## config.mk

```make
export PLATFORM = sky130hd
export DESIGN_NAME = jk_updown_counter
export DESIGN_NICKNAME = d
export VERILOG_FILES = /design/src/rtl/jk_counter_pkg.sv /design/src/rtl/jk_cell.sv /design/src/rtl/jk_updown_counter.sv
export SDC_FILE = /design/constraint.sdc
export NUM_CORES = 1
export LEC_CHECK = 0
export CORE_AREA = 2 2 39 41
export CTS_CLUSTER_DIAMETER = 150
export DETAILED_ROUTE_END_ITERATION = 8
export DIE_AREA = 0 0 41 43
export PLACE_DENSITY_LB_ADDON = 0.05
export SETUP_SLACK_MARGIN = 0.05
export SLEW_MARGIN = 20
export SYNTH_ARGS = -nofsm -noshare
export SYNTH_HDL_FRONTEND = slang
export SYNTH_SLANG_ARGS = --single-unit
export TNS_END_PERCENT = 20
```

## constraint.sdc

```tcl
create_clock -name clk -period 2 [get_ports clk]
set_input_delay 0.2 -clock clk [delete_from_list [all_inputs] [get_ports clk]]
set_output_delay 0.2 -clock clk [all_outputs]
set_load 0.01 [all_outputs]
```

## src/rtl/jk_counter_pkg.sv

```systemverilog
// jk_counter_pkg
//   Shared definitions for the JK-based counter library.
//   - jk_cmd_t : the four {j,k} command encodings a JK cell understands
//   - jk_for   : smallest {j,k} command that moves a cell from cur to nxt
package jk_counter_pkg;

  typedef enum logic [1:0] {
    JK_HOLD = 2'b00,
    JK_RST  = 2'b01,
    JK_SET  = 2'b10,
    JK_TGL  = 2'b11
  } jk_cmd_t;

  // HOLD when no change is wanted, SET for 0->1 and RST for 1->0.
  // TGL is never the minimal choice because SET/RST already cover
  // every real transition without depending on the current value.
  function automatic jk_cmd_t jk_for(input logic cur, input logic nxt);
    jk_cmd_t cmd;
    if (cur == nxt) begin
      cmd = JK_HOLD;
    end else if (nxt) begin
      cmd = JK_SET;
    end else begin
      cmd = JK_RST;
    end
    return cmd;
  endfunction

endpackage

```

## src/rtl/jk_cell.sv

```systemverilog
// jk_cell
//   A single JK flip-flop with asynchronous active-low reset to 0.
//   Ports:
//     j, k : command inputs (see jk_cmd_t)
//     clk  : rising-edge clock
//     rst  : asynchronous reset, active-low
//     q    : stored bit
module jk_cell
  import jk_counter_pkg::*;
(
  input  logic j,
  input  logic k,
  input  logic clk,
  input  logic rst,
  output logic q
);

  // Classic JK behaviour expressed through the shared command encodings:
  // hold, force 0, force 1 or invert. Reset wins over everything and does
  // not wait for a clock edge.
  always_ff @(posedge clk or negedge rst) begin
    if (!rst) begin
      q <= 1'b0;
    end else begin
      unique case ({j, k})
        JK_HOLD: q <= q;
        JK_RST:  q <= 1'b0;
        JK_SET:  q <= 1'b1;
        JK_TGL:  q <= ~q;
      endcase
    end
  end

endmodule

```

## src/rtl/jk_updown_counter.sv

```systemverilog
// jk_updown_counter
//   Loadable modulo-MODULO up/down counter built from a bank of JK cells.
//   A combinational steering stage computes every cell's J/K so the bank
//   as a whole counts, wraps, holds or loads.
//   Parameters:
//     WIDTH  : counter width in bits
//     MODULO : count range 0..MODULO-1 (2 <= MODULO <= 2**WIDTH)
//   Ports:
//     clk  : rising-edge clock
//     rst  : asynchronous reset, active-low
//     en   : count enable
//     up   : 1 = increment, 0 = decrement
//     load : synchronous parallel load, beats en
//     din  : value to load
//     q    : current count
//     tc   : next edge will wrap (combinational)
//     ovf  : one-cycle pulse following each wrap edge
module jk_updown_counter
  import jk_counter_pkg::*;
#(
  parameter int WIDTH  = 4,
  parameter int MODULO = 16
) (
  input  logic             clk,
  input  logic             rst,
  input  logic             en,
  input  logic             up,
  input  logic             load,
  input  logic [WIDTH-1:0] din,
  output logic [WIDTH-1:0] q,
  output logic             tc,
  output logic             ovf
);

  localparam logic [WIDTH-1:0] TOP = WIDTH'(MODULO - 1);

  logic [WIDTH-1:0] j;
  logic [WIDTH-1:0] k;
  logic             atTop;
  logic             atZero;

  // Values loaded above TOP are left alone, so the top compare is >= rather
  // than ==; this sends any out-of-range value straight to 0 when counting up.
  assign atTop  = (q >= TOP);
  assign atZero = (q == '0);

  assign tc = ~load & en & ((up & atTop) | (~up & atZero));

  // Steering stage. Priority is load, hold, up-wrap, down-wrap, then the
  // normal ripple-free toggle chains. carry tracks "all lower bits are 1"
  // and borrow tracks "all lower bits are 0" as the loop walks upward, so
  // bit 0 always sees both chains asserted and always toggles.
  always_comb begin
    logic carry;
    logic borrow;
    j      = '0;
    k      = '0;
    carry  = 1'b1;
    borrow = 1'b1;
    for (int i = 0; i < WIDTH; i++) begin
      if (load) begin
        j[i] = din[i];
        k[i] = ~din[i];
      end else if (!en) begin
        {j[i], k[i]} = JK_HOLD;
      end else if (up && atTop) begin
        {j[i], k[i]} = JK_RST;
      end else if (!up && atZero) begin
        j[i] = TOP[i];
        k[i] = ~TOP[i];
      end else if (up) begin
        j[i] = carry;
        k[i] = carry;
      end else begin
        j[i] = borrow;
        k[i] = borrow;
      end
      carry  = carry & q[i];
      borrow = borrow & ~q[i];
    end
  end

  // One JK cell per count bit; the cells' outputs are the count itself.
  for (genvar g = 0; g < WIDTH; g++) begin : gen_cells
    jk_cell u_cell (
      .j  (j[g]),
      .k  (k[g]),
      .clk(clk),
      .rst(rst),
      .q  (q[g])
    );
  end

  // ovf is just tc delayed by one edge, which makes it high exactly in the
  // cycle after a wrap. It clears asynchronously together with the count.
  always_ff @(posedge clk or negedge rst) begin
    if (!rst) begin
      ovf <= 1'b0;
    end else begin
      ovf <= tc;
    end
  end

endmodule

```

==> flow_metrics.env, run 1 <==
export IMPL_status="completed"
export IMPL_htreeDepth=1
export IMPL_drive_above_1_share_pct=22.2
export IMPL_timing_max_cap_violations=0
export IMPL_tightest_slew_ns=0.241
export IMPL_cts_tree="done"
export IMPL_wire_per_inst_um=10.9
export IMPL_yosysUniqueCellTypes=22
export IMPL_pin_count=15
export IMPL_yosysTopAreaCell="dfrtp_1"
export IMPL_crit_chain="buf_4 -> and4_1 -> mux2i_1 -> nor3b_2 -> dlygate4sd2_1"
export IMPL_drt_iter0_drc=4
export IMPL_critPathArrivalTime_ns=1.58
export IMPL_clock_latency_ns=0.24
export IMPL_cts_hold_fix_buffers=0
export IMPL_finalMaxSlewViolations=0
export IMPL_crit_buf_inv=2
export IMPL_cts_sink_count=5
export IMPL_syn_area_per_cell_um2=9.33
export IMPL_grt_start_max_net_pins=12
export IMPL_layout_setup_ws_ns=0.215
export IMPL_nets=64
export IMPL_required_ns=1.80
export IMPL_grt_pass1_wl_um=1190
export IMPL_drc_errors=0
export IMPL_synth_seq_cells=5
export IMPL_cts_buffers=3
export IMPL_pre_cts_ws_ns=-0.193
export IMPL_diodes=0
export IMPL_min_period_ns=1.78
export IMPL_area_growth_pct=58.3
export IMPL_start_kind="register"
export IMPL_p_leak_nw=0.223
export IMPL_ys_warn_count=0
export IMPL_hp_class="input pin to async pin"
export IMPL_viasPerCell=4.61
export IMPL_hpwl_um=594
export IMPL_first_pass_iters=4
export IMPL_syn_area_um2=345
export IMPL_critPathKind="register to primary output"
export IMPL_totalWireLength_um=763
export IMPL_cp_max_fo=6
export IMPL_fin_util_pct=39.5
export IMPL_critPathSlowestCell="dfrtp_1"
export IMPL_finalPower_uw=353
export IMPL_cts_root_buffer="clkbuf_4"
export IMPL_fp_dieW_um=41
export IMPL_vias=323
export IMPL_synthDominantCellAreaShare_pct=36.2
export IMPL_fillers=140
export IMPL_grt_ovfl_total=0
export IMPL_rr_startpoint="gen_cells[1].u_cell.q$_DFFE_PN0P_"
export IMPL_gp_congestion=0.799
export IMPL_initial_utilization_pct=25.0
export IMPL_setup_viol=0
export IMPL_detail_route_antenna_nets=0
export IMPL_irDropWorstVdd_mv=0.371
export IMPL_syn_num_nets=46
export IMPL_fin_crit_sh_pct=89.2
export IMPL_rsz0062_at_grt="false"
export IMPL_place_area_um2=502
export IMPL_crit_start="gen_cells[0].u_cell.q$_DFFE_PN0P_"
export IMPL_clock_path_buffers=2
export IMPL_cts_setup_buffers=0
export IMPL_p_per_area_mw_per_mm2=646
export IMPL_grt_pass1_vias=279
export IMPL_final_setup_tns_ns=0
export IMPL_crit_path_max_incr_delay_ns=0.38
export IMPL_hold_viol_final=0
export IMPL_die_h_um=43
export IMPL_skew_ns=0.00149
export IMPL_fp_coreArea_mm2=0.00138
export IMPL_yosys_top_cells_area="dfrtp_1 (36%), buf_4 (11%), xnor2_1 (5.1%), nand3_1 (4.3%), nor3b_1 (4.3%)"
export IMPL_final_cell_mix="clkdlybuf4s50_1 (13), dfrtp_1 (5), buf_4 (5)"
export IMPL_final_area_um2=547
export IMPL_rows=14
export IMPL_grt_antenna_before_repair=0
export IMPL_synthCells=37
export IMPL_ys_seq_area_share_pct=36.2
export IMPL_worst_setup_path_end_kind="primary output"
export IMPL_dieArea_mm2=0.00176
export IMPL_layout_commonest_cell="clkdlybuf4s50_1"
export IMPL_crit_family="buffers and inverters"
export IMPL_port_buffers=14
export IMPL_max_slew_margin_pct=83.9
export IMPL_max_clock_freq_mhz=560
export IMPL_grtUsageTotal_pct=10.7
export IMPL_cts_clk_slew_worst_paths_ns=0.04
report_power, final:
part | internal, mW | leakage (nW) | switching [mW]
registers | 0.113 | 0.0610 | 0.0148
logic | 0.0694 | 0.147 | 0.0435
clock network | 0.0752 | 0.0150 | 0.0375
total | 0.257 | 0.223 | 0.0958
synthesized netlist by cell type, drive strengths merged:
library cell	n
a211o	1
a21oi	1
a22oi	1
and3	1
and4	1
buf	5
clkbuf	1
dfrtp	5
inv	1
mux2i	1
nand2	2
nand2b	1
nand3	3
nand4	1
nor2	2
nor3b	2
nor4	1
o21ai	2
o31a	1
or4b	2
xnor2	2
metrics by stage:
stage / std cells / hold WS, ns
after floorplan: 37 / -0.0956
after global placement: 66 / 0.453
after detailed placement: 66 / 0.446
after CTS: 70 / 0.190
after global routing: 70 / 0.196
final: 70 / 0.190
timing repair:
action | CTS | global route
endpoints found under the setup margin | 1 | 1
endpoints found under the hold margin | 0 | 0
gates resized for setup | 2 | 2
logic make-up after synthesis:
logic type / share of synthesized area [%]
DFF: 36.2
buffers and inverters: 13.0
xor gates and xnor gates: 5.07
AOI/OAI and AO/OA: 11.6
and+or+nand+nor: 31.2
muxes: 2.90
metal layers:
layer	vias up	share of wire (%)	wire length, um	track usage, %
li1	164	-	-	-
met1	144	47	358	13.4
met5	-	0	0	0
met2	15	42	321	13.8
met3	0	11	83	9.42
met4	0	0	0	2.00
area by class of cell:
class	instances	area (um^2)	area share [%]
Multi-Input combinational cell	25	195	35.7
Timing Repair Buffer	19	176	32.3
Sequential cell	5	125	22.9
Clock buffer	4	26.3	4.81
Tap cell	16	20.0	3.66
Inverter	1	3.75	0.686
worst paths after layout:
kind | depth (start not counted) | slack (ns) | end
min in group clk | 3 | 0.52 | gen_cells[0].u_cell.q$_DFFE_PN0P_
max | 5 | 0.22 | tc
max reg2reg | 4 | 0.34 | gen_cells[2].u_cell.q$_DFFE_PN0P_
max in group asynchronous | 1 | 1.61 | ovf$_DFF_PN0_
min | 1 | 0.19 | gen_cells[3].u_cell.q$_DFFE_PN0P_
min reg2reg | 2 | 0.62 | gen_cells[3].u_cell.q$_DFFE_PN0P_
worst reg2reg max path: cells and delay by family (launching register included):
family | cells | cell delay (ns)
AND/OR/NAND/NOR | 2 | 0.72
AO/OA/AOI/OAI | 1 | 0.26
buffers and inverters | 1 | 0.17
flip-flops | 1 | 0.40
state kept, by name, summed over array words and instances (netlist names):
register and flops:
gen_cells.u_cell.q 4, ovf 1
Power figures use the tool's default switching activity.
==> run 2: changes to the inputs <==
clock period = 1.6 ns   (was 2 ns; I/O delays follow)
==> run 2 against run 1 <==
  * Clock skew down 0.0013 ns
  * Critical path depth down 1
  * Via count up 5.0%
  * The run now ends with setup timing left
  * Cell count up 5.7%
  * Setup slack worse by 0.24 ns
  * Total power up 33%
  * Global-route usage up 0.11 points
  * Die area unchanged
  * Flip-flop and latch count unchanged
  * Worst hold slack worse by 0.041 ns
  * Utilization up 2.8 points
==> flow_metrics.env, run 2 (same netlist as run 1, synthesis figures left out) <==
export IMPL_status="finished, violations left"
export IMPL_violations="setup timing"
export IMPL_diodes=0
export IMPL_cts_tree="done"
export IMPL_grt_ovfl_total=0
export IMPL_wire_per_inst_um=11.5
export IMPL_required_ns=1.72
export IMPL_grt_antenna_before_repair=0
export IMPL_drc_errors=0
export IMPL_viasPerCell=4.58
export IMPL_gp_congestion=0.728
export IMPL_hpwl_um=612
export IMPL_crit_chain="buf_6 -> or4b_4 -> and3_4 -> o31a_1"
export IMPL_detail_route_antenna_nets=0
export IMPL_layout_commonest_cell="clkdlybuf4s50_1"
export IMPL_rsz0062_at_grt="true"
export IMPL_skew_ns=0.000235
export IMPL_p_leak_nw=0.250
export IMPL_pre_cts_ws_ns=-0.557
export IMPL_cts_sink_count=5
export IMPL_max_clock_freq_mhz=614
export IMPL_irDropWorstVdd_mv=0.379
export IMPL_max_slew_margin_pct=84.1
export IMPL_setup_viol=2
export IMPL_grt_pass1_vias=303
export IMPL_final_setup_tns_ns=-0.0319
export IMPL_port_buffers=14
export IMPL_finalMaxSlewViolations=0
export IMPL_die_h_um=43
export IMPL_final_cell_mix="clkdlybuf4s50_1 (12), buf_4 (7), dfrtp_1 (5)"
export IMPL_critPathSlowestCell="or4b_4"
export IMPL_dieArea_mm2=0.00176
export IMPL_clock_path_buffers=2
export IMPL_drt_iter0_drc=3
export IMPL_vias=339
export IMPL_min_period_ns=1.63
export IMPL_largest_reg_flops=4
export IMPL_start_kind="register"
export IMPL_grt_pass1_wl_um=1260
export IMPL_cts_root_buffer="clkbuf_4"
export IMPL_hold_viol_final=0
export IMPL_nets=68
export IMPL_area_growth_pct=69.6
export IMPL_initial_utilization_pct=25.0
export IMPL_cts_hold_fix_buffers=0
export IMPL_p_per_area_mw_per_mm2=803
export IMPL_first_pass_iters=2
export IMPL_pin_count=15
export IMPL_fp_dieW_um=41
export IMPL_worst_setup_path_end_kind="register"
export IMPL_regMostFlops="gen_cells.u_cell.q"
export IMPL_cts_clk_slew_worst_paths_ns=0.04
export IMPL_drive_above_1_share_pct=31.0
export IMPL_grtUsageTotal_pct=10.8
export IMPL_critPathKind="register to register"
export IMPL_fp_coreArea_mm2=0.00138
export IMPL_hp_class="input pin to async pin"
export IMPL_fin_crit_sh_pct=102
export IMPL_cts_buffers=3
export IMPL_clock_latency_ns=0.24
export IMPL_layout_setup_ws_ns=-0.0283
export IMPL_crit_family="simple AND/OR/NAND/NOR gates"
export IMPL_critPathArrivalTime_ns=1.74
export IMPL_fin_util_pct=42.3
export IMPL_fillers=140
export IMPL_rrSetupSlack_ns=-0.03
export IMPL_crit_path_max_incr_delay_ns=0.53
export IMPL_htreeDepth=1
export IMPL_cp_max_fo=6
export IMPL_tightest_slew_ns=0.236
export IMPL_largest_registers="gen_cells.u_cell.q x4, ovf x1"
export IMPL_crit_buf_inv=1
export IMPL_timing_max_cap_violations=0
export IMPL_totalWireLength_um=852
export IMPL_grt_start_max_net_pins=12
export IMPL_rows=14
## run 2: changes by cell type in the layout (fill, tap and decap cells not counted)
cell             previous run  this run
and4_1                      1         0
buf_6                       0         2
dlymetal6s2s_1              0         1
clkdlybuf4s50_1            13        12
buf_2                       0         1
buf_4                       5         7
dlygate4sd2_1               1         0
and4_4                      0         1
## run 2: worst paths after layout
kind                       cells past startpoint                           endpoint                               from
hold reg to reg                                3  gen_cells[3].u_cell.q$_DFFE_PN0P_  gen_cells[3].u_cell.q$_DFFE_PN0P_
min in group clk                               3  gen_cells[1].u_cell.q$_DFFE_PN0P_                             din[1]
hold / removal                                 1                      ovf$_DFF_PN0_                                rst
setup / recovery                               4  gen_cells[2].u_cell.q$_DFFE_PN0P_  gen_cells[1].u_cell.q$_DFFE_PN0P_
setup reg to reg                               4  gen_cells[2].u_cell.q$_DFFE_PN0P_  gen_cells[1].u_cell.q$_DFFE_PN0P_
max in group asynchronous                      1  gen_cells[0].u_cell.q$_DFFE_PN0P_                                rst
## run 2: area by class of cell
class                           instances  area [um^2]  area share (%)
Inverter                                1         3.75           0.641
Timing Repair Buffer                   23          213            36.3
Sequential cell                         5          125            21.4
Tap cell                               16         20.0            3.42
Multi-Input combinational cell         25          198            33.8
Clock buffer                            4         26.3            4.49
## run 2: what timing repair did
| item | 4_1_cts | 5_1_grt |
|---|---|---|
| gates resized for setup | 7 | 4 |
| buffers inserted | 1 | 1 |
| setup endpoints to repair | 2 | 3 |
| pin swaps | 2 | 3 |
## run 2: where the power goes
| part | internal [mW] | leakage (nW) | switching [mW] |
|---|---|---|---|
| registers | 0.141 | 0.0610 | 0.0136 |
| clock network | 0.0940 | 0.0150 | 0.0478 |
| logic | 0.107 | 0.174 | 0.0670 |
## run 2: metrics by stage
stage / power (mW) / hold WS [ns] / area [um^2] / std cells
3_5_place_dp: 0.306 / 0.403 / 517 / 68
2_1_floorplan: 0.237 / -0.136 / 345 / 37
3_3_place_gp: 0.304 / 0.410 / 517 / 68
5_1_grt: 0.504 / 0.161 / 586 / 74
6_report: 0.470 / 0.149 / 586 / 74
4_1_cts: 0.462 / 0.150 / 561 / 73
## run 2: worst register-to-register path: cells and delay by family, from the launching register on
| kind | cells | cell delay (ns) |
|---|---|---|
| AO/OA/AOI/OAI | 1 | 0.24 |
| AND/OR/NAND/NOR | 2 | 0.72 |
| flip-flops | 1 | 0.41 |
| buffers and inverters | 1 | 0.14 |
## run 2: layer usage
layer | routed length [um] | global-route usage (%)
met5 | 0 | 0
met4 | 0 | 6.00
met3 | 67 | 3.14
met2 | 416 | 15.3
met1 | 368 | 14.1
